`src/rtl/spi_rx_capture_pkg.sv`:
```
// Shared types and constants for the SPI receive-capture path.
package spi_pkg;

  // Receive FSM states
  typedef enum logic [1:0] {
    IDLE    = 2'd0,
    HDR     = 2'd1,
    DATA    = 2'd2,
    WAIT_CS = 2'd3
  } rx_state_t;

  localparam logic [7:0]  SPI_CMD_READ  = 8'h0B;
  localparam logic [7:0]  SPI_CMD_WRITE = 8'h0A;
  localparam int unsigned SPI_BYTE_BITS = 8;

  // Index of the last item in a run of 'count' items, as a 3-bit counter value.
  // A count of 0 wraps to 7; callers never compare against it in that case.
  function automatic logic [2:0] last_index(input int unsigned count);
    last_index = 3'(count - 32'd1);
  endfunction

endpackage

```
`src/rtl/spi_rx_capture_shift_in.sv`:
```
// 8-bit MSB-first deserializer. The completed byte and its done strobe are
// presented combinationally in the cycle that carries the 8th bit, so the
// consumer can act on it without an extra cycle of latency.
module spi_shift_in
  import spi_pkg::*;
(
  input  logic       clk,
  input  logic       rst,
  input  logic       clr,
  input  logic       en,
  input  logic       din,
  output logic [7:0] byte_out,
  output logic       byte_done
);

  localparam logic [2:0] BIT_LAST = last_index(SPI_BYTE_BITS);

  // Only the first seven bits of a byte need storage; the eighth is din itself.
  logic [6:0] shift_r;
  logic [2:0] bit_cnt_r;

  // Shift in one bit per enable; clear drops any partial byte
  always_ff @(posedge clk) begin
    if (rst || clr) begin
      shift_r   <= 7'd0;
      bit_cnt_r <= 3'd0;
    end else if (en) begin
      shift_r   <= {shift_r[5:0], din};
      bit_cnt_r <= bit_cnt_r + 3'd1;
    end else begin
      shift_r   <= shift_r;
      bit_cnt_r <= bit_cnt_r;
    end
  end

  assign byte_out  = {shift_r, din};
  assign byte_done = en && (bit_cnt_r == BIT_LAST);

endmodule

```
`src/rtl/spi_rx_capture.sv`:
```
// Receive-side capture for SPI read frames: skips the header bytes, assembles
// the data bytes into a sample and offers it on a valid/ready handshake with
// sticky overrun and a one-cycle truncated-frame pulse.
module spi_rx_capture
  import spi_pkg::*;
#(
  parameter int unsigned HDR_BYTES  = 2,
  parameter int unsigned DATA_BYTES = 1
) (
  input  logic                    clk,
  input  logic                    rst,
  input  logic                    sclk_rise,
  input  logic                    cs,
  input  logic                    miso,
  input  logic                    receive,
  output logic [8*DATA_BYTES-1:0] sample_data,
  output logic                    sample_valid,
  input  logic                    sample_ready,
  output logic                    overrun,
  output logic                    frame_err,
  output logic                    busy
);

  localparam int unsigned DW        = 8 * DATA_BYTES;
  localparam logic [2:0]  HDR_LAST  = last_index(HDR_BYTES);
  localparam logic [2:0]  DATA_LAST = last_index(DATA_BYTES);
  localparam bit          NO_HDR    = (HDR_BYTES == 0);

  rx_state_t         state_r;
  rx_state_t         state_next_s;
  logic              cs_prev_r;
  logic              cs_fall_s;
  logic [2:0]        byte_cnt_r;
  logic [DW-1:0]     acc_r;
  logic [DW-1:0]     assembled_s;
  logic              in_frame_s;
  logic              shift_en_s;
  logic              shift_clr_s;
  logic              abort_s;
  logic              commit_s;
  logic              hdr_done_s;
  logic [7:0]        byte_s;
  logic              byte_done_s;
  logic [DW-1:0]     sample_data_r;
  logic              sample_valid_r;
  logic              overrun_r;
  logic              frame_err_r;
  logic              busy_r;

  spi_shift_in u_shift_in (
    .clk       (clk),
    .rst       (rst),
    .clr       (shift_clr_s),
    .en        (shift_en_s),
    .din       (miso),
    .byte_out  (byte_s),
    .byte_done (byte_done_s)
  );

  assign cs_fall_s   = !cs && cs_prev_r;
  // Previously accumulated bytes move up; the newest byte lands in the LSBs.
  assign assembled_s = (acc_r << SPI_BYTE_BITS) | DW'(byte_s);

  // Track the previous chip-select level for falling-edge detection
  always_ff @(posedge clk) begin
    if (rst) begin
      cs_prev_r <= 1'b1;
    end else begin
      cs_prev_r <= cs;
    end
  end

  // FSM state register
  always_ff @(posedge clk) begin
    if (rst) begin
      state_r <= IDLE;
    end else begin
      state_r <= state_next_s;
    end
  end

  // FSM next-state logic; a high cs inside a frame always wins over data
  always_comb begin
    state_next_s = state_r;
    case (state_r)
      IDLE: begin
        if (cs_fall_s) begin
          if (!receive) begin
            state_next_s = WAIT_CS;
          end else if (NO_HDR) begin
            state_next_s = DATA;
          end else begin
            state_next_s = HDR;
          end
        end else begin
          state_next_s = IDLE;
        end
      end
      HDR: begin
        if (cs) begin
          state_next_s = IDLE;
        end else if (hdr_done_s) begin
          state_next_s = DATA;
        end else begin
          state_next_s = HDR;
        end
      end
      DATA: begin
        if (cs) begin
          state_next_s = IDLE;
        end else if (commit_s) begin
          state_next_s = WAIT_CS;
        end else begin
          state_next_s = DATA;
        end
      end
      WAIT_CS: begin
        if (cs) begin
          state_next_s = IDLE;
        end else begin
          state_next_s = WAIT_CS;
        end
      end
      default: state_next_s = IDLE;
    endcase
  end

  // FSM outputs: shifter control and abort detection
  always_comb begin
    in_frame_s  = (state_r == HDR) || (state_r == DATA);
    shift_en_s  = in_frame_s && sclk_rise && !cs;
    shift_clr_s = !in_frame_s;
    abort_s     = in_frame_s && cs;
  end

  // Byte-boundary events derived from the deserializer strobe
  always_comb begin
    hdr_done_s = (state_r == HDR)  && byte_done_s && (byte_cnt_r == HDR_LAST);
    commit_s   = (state_r == DATA) && byte_done_s && (byte_cnt_r == DATA_LAST);
  end

  // Byte counter, restarted on every state change
  always_ff @(posedge clk) begin
    if (rst) begin
      byte_cnt_r <= 3'd0;
    end else if (state_next_s != state_r) begin
      byte_cnt_r <= 3'd0;
    end else if (byte_done_s) begin
      byte_cnt_r <= byte_cnt_r + 3'd1;
    end else begin
      byte_cnt_r <= byte_cnt_r;
    end
  end

  // Sample accumulator; emptied whenever no data phase is in progress
  always_ff @(posedge clk) begin
    if (rst) begin
      acc_r <= {DW{1'b0}};
    end else if (state_r != DATA) begin
      acc_r <= {DW{1'b0}};
    end else if (byte_done_s) begin
      acc_r <= assembled_s;
    end else begin
      acc_r <= acc_r;
    end
  end

  // Output register: commit/handshake, sticky overrun, error pulse, busy
  always_ff @(posedge clk) begin
    if (rst) begin
      sample_data_r  <= {DW{1'b0}};
      sample_valid_r <= 1'b0;
      overrun_r      <= 1'b0;
      frame_err_r    <= 1'b0;
      busy_r         <= 1'b0;
    end else begin
      frame_err_r <= abort_s;
      busy_r      <= in_frame_s;
      if (commit_s) begin
        // A sample still held and not leaving this cycle is never overwritten.
        if (!sample_valid_r || sample_ready) begin
          sample_data_r  <= assembled_s;
          sample_valid_r <= 1'b1;
        end else begin
          overrun_r <= 1'b1;
        end
      end else if (sample_valid_r && sample_ready) begin
        sample_valid_r <= 1'b0;
      end else begin
        sample_valid_r <= sample_valid_r;
      end
    end
  end

  assign sample_data  = sample_data_r;
  assign sample_valid = sample_valid_r;
  assign overrun      = overrun_r;
  assign frame_err    = frame_err_r;
  assign busy         = busy_r;

endmodule

```
`config.mk`:
```
export PLATFORM = sky130hd
export DESIGN_NAME = spi_rx_capture
export DESIGN_NICKNAME = d
export VERILOG_FILES = /design/src/rtl/spi_rx_capture_pkg.sv /design/src/rtl/spi_rx_capture_shift_in.sv /design/src/rtl/spi_rx_capture.sv
export SDC_FILE = /design/constraint.sdc
export NUM_CORES = 1
export LEC_CHECK = 0
export CELL_PAD_IN_SITES_DETAIL_PLACEMENT = 1
export CELL_PAD_IN_SITES_GLOBAL_PLACEMENT = 2
export CORE_MARGIN = 2
export CORE_UTILIZATION = 30
export CTS_CLUSTER_DIAMETER = 30
export DETAILED_ROUTE_END_ITERATION = 6
export DONT_BUFFER_PORTS = 1
export PLACE_DENSITY = 0.74
export REMOVE_ABC_BUFFERS = 1
export SKIP_LAST_GASP = 1
export SLEW_MARGIN = 15
export SYNTH_ARGS = -nofsm -noshare
export SYNTH_HDL_FRONTEND = slang
export SYNTH_SLANG_ARGS = --single-unit
```
`constraint.sdc`:
```
create_clock -name clk -period 5.5 [get_ports clk]
set_input_delay 0.55 -clock clk [delete_from_list [all_inputs] [get_ports clk]]
set_output_delay 0.55 -clock clk [all_outputs]
set_load 0.01 [all_outputs]
```
; ---- Word-level counts from Yosys, hierarchy flattened
; Cells that the tools add are included.
[op_classes]
addsub = 2
n_eq_ne = 7
muxes = 11
n_bitwise = 1
reduce_logical = 23
[ops]
columns = op, count
row1 = $mux 2, 6
row2 = $logic_and 1x1->1, 10
row3 = $pmux 2 s4, 1
row4 = $add 3x1->3 const B, 2
row5 = $reduce_and 2->1, 3
row6 = $eq 2x2->1 const B, 2
row7 = $mux 1, 4
row8 = $eq 3x1->1 const B, 1
row9 = $eq 3x3->1 const B, 1
row10 = $logic_not 1->1, 3
row11 = $logic_not 3->1, 1
row12 = $logic_or 1x1->1, 3
row13 = $eq 2x1->1 const B, 1
row14 = $logic_not 2->1, 1
row15 = $ne 2x1->1 const B, 1
row16 = $ne 2x2->1, 1
row17 = $reduce_bool 2->1, 1
row18 = $reduce_or 2->1, 1
row19 = $not 1->1, 1
[word_totals]
ff_bits = 28
output_inout_bits = 12

; ---- Depth between registers and ports, before layout
[depth]
depth_word = 12
ltp_mapped = 8
mapped_depth_nobuf = 7

; ---- Cells and area by module
; Synthesis repeated with hierarchy kept, for this count alone.
[hier_totals]
hier_cells = 120
hier_area_um2 = 1232.4
[by_module_without_submodules]
columns = module, n_inst, cells_per_inst, area_per_inst_um2, seq_area_each_um2
row1 = spi_rx_capture, 1, 83, 827.0, 360.3
row2 = spi_shift_in, 1, 37, 405.4, 200.2

; ---- Worst setup path after synthesis
; No wires, ideal clock.
[synth_timing]
path_kind = reg2reg
from = register state_r[0]
to = register byte_cnt_r[0]
setup_time_ns = 0.092
arrival_ns = 1.767
required_time_ns = 5.408
slack_ns = 3.641
path_stages_with_launch = 8
path_buffers = 0
path_cell_list = dfxtp_1 -> inv_1 -> ha_1 -> nand4b_2 -> o311ai_1 -> a31oi_1 -> xnor2_1 -> nor4_1
[synth_between]
elab_chain_cells = 12
elab_cells_between_ends = 19
cone_classes = eq/ne (4) / mux (5) / reduce/logical (10)
[synth_rtl]
columns = item, line_no
row1 = "start, declared", spi_rx_capture.sv:29  ; rx_state_t state_r;
row2 = "start signal, assigned", spi_rx_capture.sv:78  ; state_r <= state_next_s;
row3 = $eq 2x1->1 or $eq 2x2->1 (tied branches), spi_rx_capture.sv:130  ; in_frame_s = (state_r == HDR) || (state_r == DATA);
row4 = $logic_or 1x1->1 *, spi_rx_capture.sv:130
row5 = net in_frame_s, spi_rx_capture.sv:36  ; logic in_frame_s;
row6 = $logic_and 1x1->1 * (2 in series), spi_rx_capture.sv:131  ; shift_en_s = in_frame_s && sclk_rise && !cs;
row7 = $logic_and 1x1->1 *, spi_rx_capture_shift_in.sv:37  ; assign byte_done = en && (bit_cnt_r == BIT_LAST);
row8 = $logic_and 1x1->1 (on tied branches) (2 in series), "spi_rx_capture.sv:139, spi_rx_capture.sv:138"
row9 = $mux 1 or $mux 2 (tied branches), "spi_rx_capture.sv:111, spi_rx_capture.sv:102"
row10 = $mux 2 (on tied branches), "spi_rx_capture.sv:109, spi_rx_capture.sv:100"
row11 = $pmux 2 s4, spi_rx_capture.sv:85  ; case (state_r)
row12 = $ne 2x2->1, spi_rx_capture.sv:146  ; end else if (state_next_s != state_r) begin
row13 = $reduce_or 2->1 (no line), -
row14 = "end signal, assigned", spi_rx_capture.sv:149  ; byte_cnt_r <= byte_cnt_r + 3'd1;
row15 = "end signal, assigned", spi_rx_capture.sv:151  ; byte_cnt_r <= byte_cnt_r;
row16 = "end, declared", spi_rx_capture.sv:33  ; logic [2:0] byte_cnt_r;
; The timed path passes the listed nets; every way through them passes the cells marked *.
; A chain may end at the register's enable or synchronous reset.

; ---- Worst setup path after layout
[layout_timing]
from = register state_r[0]
to = register sample_data_r[4], in the netlist sample_data[4]
[layout_between]
elab_chain_cells = 8
elab_cells_between_ends = 9
cone_classes = eq/ne (2) / reduce/logical (7)
[layout_rtl]
columns = item, line_no
row1 = $eq 2x1->1 or $eq 2x2->1 (tied branches), spi_rx_capture.sv:130
row2 = $logic_or 1x1->1 *, spi_rx_capture.sv:130
row3 = net in_frame_s, spi_rx_capture.sv:36
row4 = $logic_and 1x1->1 * (2 in series), spi_rx_capture.sv:131
row5 = $logic_and 1x1->1 *, spi_rx_capture_shift_in.sv:37
row6 = $logic_and 1x1->1 * (2 in series), spi_rx_capture.sv:139  ; commit_s = (state_r == DATA) && byte_done_s && (byte_cnt_r == DATA_LAST);
row7 = $reduce_and 2->1 (no line) *, -
row8 = "end signal, assigned", spi_rx_capture.sv:171  ; sample_data_r <= {DW{1'b0}};
row9 = "end signal, assigned", spi_rx_capture.sv:182  ; sample_data_r <= assembled_s;
row10 = "end, declared", spi_rx_capture.sv:44  ; logic [DW-1:0] sample_data_r;
; Marked as above.

==> results.cfg <==
[run_status]
status = completed

[timing]
hold_viol_final = 0
holdWs_ns = 0.330
min_period_ns = 2.54
relSlewSlack_pct = 37.1
setup_viol = 0
rsz0062_at_grt = no
finalClockSkew_ns = 0.00496
finalMaxSlewViolations = 0
worstMarginPinSlew_ns = 0.942
period_share_pct = 46.2
setup_tns_ns = 0
fmax_ghz = 0.394

[logic_synthesis]
synth.avg_cell_area_sq_um = 9.57
synth_async_sr_flop_share_pct = 0
synth_seq_area_share_pct = 45.8
ys_seq_elements = 28
synth_edf_count = 0
synthFlopType = dfxtp_1
synthTopCellsByArea = dfxtp_1 46%, ha_1 9.2%, mux2i_1 7.4%
yosysUniqueCellTypes = 28
synthCells = 128
synth_top_area_cell = dfxtp_1
yosysMostFrequentCell = dfxtp_1
synth_area_sq_mm = 0.00122
synth_top_area_share_pct = 45.8
ys_warn_count = 0
ys_top_cells_by_count = 28 x dfxtp_1, 19 x nand2_1, 11 x a21oi_1, 11 x nor2_1

[final_layout]
finish.net_count = 144
diodes = 0
final_util_pct = 33.3
syn2layout_area_growth_pct = 7.87
drive_gt1_share_pct = 7.87

[cts]
cts-root-buf = clkbuf_8
ctsResizeCount = 0
insertion_delay_ns = 0.28
clock_path_buffers = 2
cts_setup_buffers = 0
clock_sinks = 28
clk_pin_slew_ns = 0.10
htree_levels = 1
postCtsHoldBufs = 0
cts_buffers = 3
tritoncts = yes

[worst_setup_path]
cp.buffers_inverters = 1
crit_arrival_ns = 2.72
path_max_fanout = 11
endpoint_kind = flop
critPathSlowestCell = nor2b_1
startpoint_type = flop
crit_type = flop to flop
required_ns = 5.68
critPathTopFamily = simple AND/OR/NAND/NOR gates
crit_chain = inv_1, ha_1, and3b_2, nand4_2, nor2b_1, mux2i_1, nor2_1
slowest_delay_ns = 0.76

[place]
portBuffers = 0
hpwl_mm = 1.85
place.gp.congestion = 0.765

[floorplan]
rows = 23
io_pins = 19
start_util_pct = 30.8
core-area_sq_mm = 0.00397
die_h_um = 67.9
die_x_um = 67.9
dieArea_sq_mm = 0.00461

[hold_path]
hold_path.class = primary input to flop

[power]
p_leak_nw = 0.527
clkPwrFrac_pct = 34.2
peakVddDrop_uv = 79.2
combPwrFrac_pct = 10.1
switching_share_pct = 24.2
p_seq_share_pct = 55.7
p_int_w = 0.000284
p_per_area_mw_per_mm2 = 284
power.net_switching_w = 0.0000909

[route]
routedWlPerCell_um = 14.0
drt_iter0_markers = 27
drt_wl_total_mm = 2.48
drt-vias-per-instance = 4.86
dr.pass1.iters = 4
vias = 860
drc = 0
ant_nets = 0

[global_routing]
grt_max_degree = 18
antenna_found_initial = 0
grt_pass1_vias = 892
gr-total-overflow = 0
track_usage_pct = 12.3
grt_pass1_wl_mm = 4.20

[flow_run]
maxCapViolCount = 0
[cell type report]
type | instances | area, sq um
fill | 462 | 2650
multi-input combinational | 88 | 617
sequential | 28 | 561
tap | 50 | 62.6
clock buffer | 4 | 55.1
inverter | 7 | 26.3
[metal layers]
metal	up-vias	wire [um]	global-route usage, %
met4	0	28	4.50
met2	13	1210	19.9
met5	-	0	0
li1	424	-	-
met3	4	105	3.13
met1	419	1130	15.8
[worst register-to-register path, stage by stage (launching register included)]
cell     delay (ns)
dfxtp_1        0.37
inv_1          0.10
ha_1           0.35
and3b_2        0.34
nand4_2        0.18
nor2b_1        0.76
mux2i_1        0.27
nor2_1         0.05
[state kept, by name, summed over array words and instances (netlist names)]
name	flops
busy	1
sample_data	8
state_r	2
u_shift_in.shift_r	7
overrun	1
byte_cnt_r	3
sample_valid	1
cs_prev_r	1
frame_err	1
u_shift_in.bit_cnt_r	3
[metrics by stage]
| step | std cells | total power [W] | worst slack (ns) | area [sq um] |
|---|---|---|---|---|
| after global routing | 177 | 0.000393 | 2.75 | 1320 |
| after detailed placement | 173 | 0.000252 | 2.92 | 1270 |
| after global placement | 173 | 0.000251 | 2.98 | 1270 |
| final | 177 | 0.000375 | 2.96 | 1320 |
| after CTS | 177 | 0.000382 | 2.93 | 1320 |
| after floorplan | 123 | 0.000243 | 3.33 | 1200 |
[final timing paths]
check,cells after the start,slack (ns),endpoint,start
worst max-delay path,7,2.96,sample_data[4],state_r[0]
worst min-delay path,1,0.33,sample_data[3],rst
worst max register to register,7,2.96,sample_data[4],state_r[0]
worst min register to register,2,0.47,u_shift_in.bit_cnt_r[1],u_shift_in.bit_cnt_r[1]
[power by group through the flow]
stage                     registers [W]  logic (W)  clock network [W]
after floorplan                0.000213  0.0000300                  0
after global placement         0.000214  0.0000373                  0
after detailed placement       0.000214  0.0000383                  0
after CTS                      0.000209  0.0000383           0.000134
after global routing           0.000210  0.0000429           0.000140
final                          0.000209  0.0000378           0.000128
[cells by family after synthesis]
logic type	Yosys count	synth area share [%]
xor gates and xnor gates	5	3.57
AOI/OAI and AO/OA	18	10.8
muxes	9	7.35
buffers and inverters	12	3.88
adders and majority gates	9	9.19
DFF	28	45.8
and+or+nand+nor	47	19.4
[cells in the final DEF (no fill, tap or decap), drive strengths merged, types with 3 or more instances in the layout]
cell type / synthesis / routed
xnor2: 4 / 4
nand2b: 4 / 4
nand2: 19 / 19
dfxtp: 28 / 28
mux2i: 9 / 9
inv: 7 / 7
nor2b: 3 / 3
nor4: 3 / 3
nor2: 11 / 11
a21oi: 11 / 11
ha: 9 / 9
clkbuf: 3 / 4
No activity file was read; power rests on OpenSTA's default activity.
